`src/rtl/decrement_program_counter.sv`:
```
// decrement_program_counter: handshaked down-counting program counter that either
// wraps on borrow (one-cycle underflow pulse) or saturates to zero and halts.
module decrement_program_counter #(
    parameter int               WIDTH     = 4,
    parameter int               STEP      = 5,
    parameter logic [WIDTH-1:0] RESET_VAL = '1
) (
    input  logic             clk,
    input  logic             reset,
    input  logic             load,
    input  logic [WIDTH-1:0] load_val,
    input  logic             en,
    input  logic             saturate,
    input  logic             pc_ready,
    output logic [WIDTH-1:0] pc_out,
    output logic             pc_valid,
    output logic             underflow
);
    typedef enum logic [1:0] {IDLE, ISSUE, HALT} state_t;
    localparam logic [WIDTH-1:0] STEP_W = WIDTH'(STEP);
    state_t           state_q;
    logic [WIDTH-1:0] pc_q, diff;
    logic             valid_q, uf_q, borrow, accept;
    assign {borrow, diff} = {1'b0, pc_q} - {1'b0, STEP_W};
    assign accept = valid_q & pc_ready;
    always_ff @(posedge clk) begin
        if (reset) begin
            state_q <= IDLE;
            pc_q    <= RESET_VAL;
            valid_q <= 1'b0;
            uf_q    <= 1'b0;
        end else begin
            case (state_q)
                IDLE: begin
                    uf_q <= 1'b0;
                    if (load || en) begin
                        state_q <= ISSUE;
                        valid_q <= 1'b1;
                        if (load) pc_q <= load_val;
                    end
                end
                ISSUE: begin
                    uf_q <= 1'b0;
                    // load wins; a coincident accept just retires the old value
                    if (load) pc_q <= load_val;
                    else if (accept) begin
                        if (borrow && saturate) begin
                            pc_q    <= '0;
                            uf_q    <= 1'b1;
                            valid_q <= 1'b0;
                            state_q <= HALT;
                        end else begin
                            pc_q    <= diff;
                            uf_q    <= borrow;
                            valid_q <= en;
                            state_q <= en ? ISSUE : IDLE;
                        end
                    end
                end
                HALT: begin
                    if (load) begin
                        pc_q    <= load_val;
                        uf_q    <= 1'b0;
                        valid_q <= 1'b1;
                        state_q <= ISSUE;
                    end
                end
                default: begin
                    state_q <= IDLE;
                    valid_q <= 1'b0;
                end
            endcase
        end
    end
    assign pc_out    = pc_q;
    assign pc_valid  = valid_q;
    assign underflow = uf_q;
endmodule

```
`config.mk`:
```
export PLATFORM = sky130hd
export DESIGN_NAME = decrement_program_counter
export DESIGN_NICKNAME = d
export VERILOG_FILES = /design/src/rtl/decrement_program_counter.sv
export SDC_FILE = /design/constraint.sdc
export NUM_CORES = 1
export LEC_CHECK = 0
export ABC_AREA = 1
export CORE_AREA = 5 5 42 44
export CTS_CLUSTER_DIAMETER = 40
export DETAILED_ROUTE_END_ITERATION = 16
export DIE_AREA = 0 0 47 49
export MAX_ROUTING_LAYER = met4
export SETUP_SLACK_MARGIN = 0.1
export SLEW_MARGIN = 20
export SYNTH_ARGS = -nofsm -noshare
export SYNTH_HDL_FRONTEND = slang
export SYNTH_SLANG_ARGS = --single-unit
```
`constraint.sdc`:
```
create_clock -name clk -period 1.3 [get_ports clk]
set_input_delay 0.26 -clock clk [delete_from_list [all_inputs] [get_ports clk]]
set_output_delay 0.26 -clock clk [all_outputs]
set_load 0.005 [all_outputs]
```
==> flow_summary.ini <==
[detailed_routing]
m1WireLength_um = 560
drt_first_pass_iters = 3
wirelength_um = 1180
drt_iter0_markers = 6
ant_nets = 0
dr_total_vias = 515
avgRoutedWirePerCell_um = 10.5
viasPerCell = 4.60
wl_met3_um = 34
route.met2.wl_um = 567
routed.top_layer = met4
drc = 0

[floorplan]
die_width_um = 47
rows = 14
dieArea_mm2 = 0.00230
initial_core_util = 0.311
coreArea_mm2 = 0.00140
io_pins = 16
die_h_um = 49

[cts]
cts_max_level = 1
clk_latency_ns = 0.24
clockBufferDepth = 2
cts_tree = done
cts_root_buf = clkbuf_4
clkSinkCount = 7
cts_hold_buf = 0
cts_made_buffers = 3
path_clk_slew_ns = 0.05

[layout]
synthToLayoutAreaGrowth_pct = 75.9
fin_util = 0.546
diodes = 0
multi_input_area_um2 = 317
filler_cell_count = 152
drive_above_1_share = 0.354
regArea_um2 = 146
final_nets = 108

[worst_setup_path]
crit_arrival_ns = 0.90
rr_startpoint = pc_out[1]
worstPathCellList = buf_4 -> clkdlybuf4s15_1
r2r_cells = 9
startpoint_type = flop
cpMaxStageDelayCell = dfxtp_2
cp_slowest_stage_delay_ns = 0.33
critPathBufInv = 2
timing.rr.end = pc_out[3]
critical_path.endpoint_type = output pin
cp.required_ns = 1.04
critPathKind = reg -> out
worstPathMaxFanout = 4
cp_top_family = flip-flops
r2r_slack_ns = 0.18

[global_routing]
grt_max_degree = 8
grt-ovfl-total = 0
grt_pass1_wl_um = 1810
gr-usage-all-layers = 0.107
grt_pass1_vias = 445
grt_antenna_before_repair = 0

[power_and_ir_drop]
power.density_mw_per_mm2 = 860
peakVddDrop_mv = 0.518
p_leak_nw = 0.360
power.total_mw = 0.659

[place]
gp_congestion = 0.793
hpwl_um = 876
port_buffers = 15

[worst_hold_path]
hold-path-endpoint = state_q[1]
hp-start = load
min_delay_path_depth = 4
min_path_type = in -> reg

[timing]
period_needed_ns = 1.16
finalHoldViolCount = 0
setup_violations = 0
rsz0062_at_grt = yes
fin_worst_skew_ns = 0.000384
timing.fmax_mhz = 859
post-route-period-util = 0.895
tightest_slew_ns = 0.256
tns_ns = 0
max_slew_margin = 0.829
drv_slew = 0

[yosys]
synth_common_cells = 20 x nand2_1, 11 x inv_1, 7 x dfxtp_1
syn_nets = 80
postSynth.asyncResetShare = 0
ys_dominant_reg_cell = dfxtp_1
synth.most_common_cell = nand2_1
yosys.area.top_type = dfxtp_1
synth.avg_cell_area_um2 = 6.31
synth_seq_area_share = 0.322
yosys_register_bits = 7
yosysUniqueCellTypes = 17
netlist_instances = 69
synth_top_area_frac = 0.322
synth_area_um2 = 435
yosys_warnings = 0
synth_edf_count = 0
yosys-top-cells-area = dfxtp_1 32%, nand2_1 17%, inv_1 9.5%

[outcome]
outcome = finished, final reports clean

[job]
maxCapViolCount = 0
what timing repair did:
item,CTS,global route
pin swaps,0,5
buffers inserted,0,1
resized for setup,12,21
setup endpoints to repair,10,7
layer usage:
metal  vias up  track usage
met5         -            -
met4         0       0.0691
met3         2       0.0111
met2         7        0.140
met1       227        0.150
li1        279            -
stage by stage:
step                hold WS (ns)  cell area [µm²]  std cells  worst slack, ns
CTS                        0.500              696        111           0.0912
floorplan                  0.329              437         69            0.125
global placement           0.492              659        107           -0.152
finish                     0.494              766        112            0.136
global route               0.531              766        112           0.0615
detailed placement         0.488              659        107           -0.159
area by class of cell:
type,instances,share of cell area
multi-input combinational,50,0.413
timing repair buffer,23,0.276
clock buffer,4,0.0343
sequential,7,0.191
tap,16,0.0261
inverter,12,0.0588
logic make-up (layout without fill, tap and decap cells):
family,Yosys count,after routing,synth area share
and+or+nand+nor,35,35,0.353
AOI/OAI and AO/OA,13,13,0.172
buffers and inverters,12,39,0.103
DFF,7,7,0.322
adders and majority gates,1,1,0.0287
xor gates and xnor gates,1,1,0.0201
sequential cells by signal, indices dropped and copies added (netlist names):
register / cells
pc_out: 4
state_q: 2
underflow: 1
power by group:
part	internal, mW	switching [mW]	leakage (nW)
logic	0.115	0.109	0.288
clock network	0.116	0.0700	0.0150
registers	0.234	0.0140	0.0571
total	0.466	0.193	0.360
tightest hold or removal path: stages:
cell	delay, ns
dlymetal6s2s_1	0.16
nor3_1	0.08
nor2_1	0.14
nor2_1	0.05
worst max-delay path by stage:
| stage | startpoint | endpoint | slack, ns | cells past startpoint |
|---|---|---|---|---|
| finish | pc_out[0] | pc_out[0] | 0.14 | 2 |
| global route | state_q[0] | pc_out[1] | 0.06 | 8 |
| CTS | pc_out[1] | pc_out[1] | 0.09 | 2 |
| detailed placement | load | pc_out[3] | -0.16 | 7 |
| global placement | load | pc_out[3] | -0.15 | 7 |
| floorplan | pc_out[1] | pc_out[3] | 0.13 | 9 |
placed cells by master, fill, tap and decap left out, types with 3 or more instances in the layout:
cell type / Yosys / routed
nand2_1: 20 / 18
dlygate4sd2_1: 0 / 4
clkbuf_4: 0 / 3
clkdlybuf4s50_1: 0 / 8
inv_2: 0 / 5
a21oi_1: 5 / 4
dfxtp_2: 0 / 5
buf_4: 0 / 7
inv_1: 11 / 7
nand3_1: 6 / 5
nor2_1: 4 / 4
o21ai_2: 0 / 4
No activity file was read; power rests on OpenSTA's default activity.
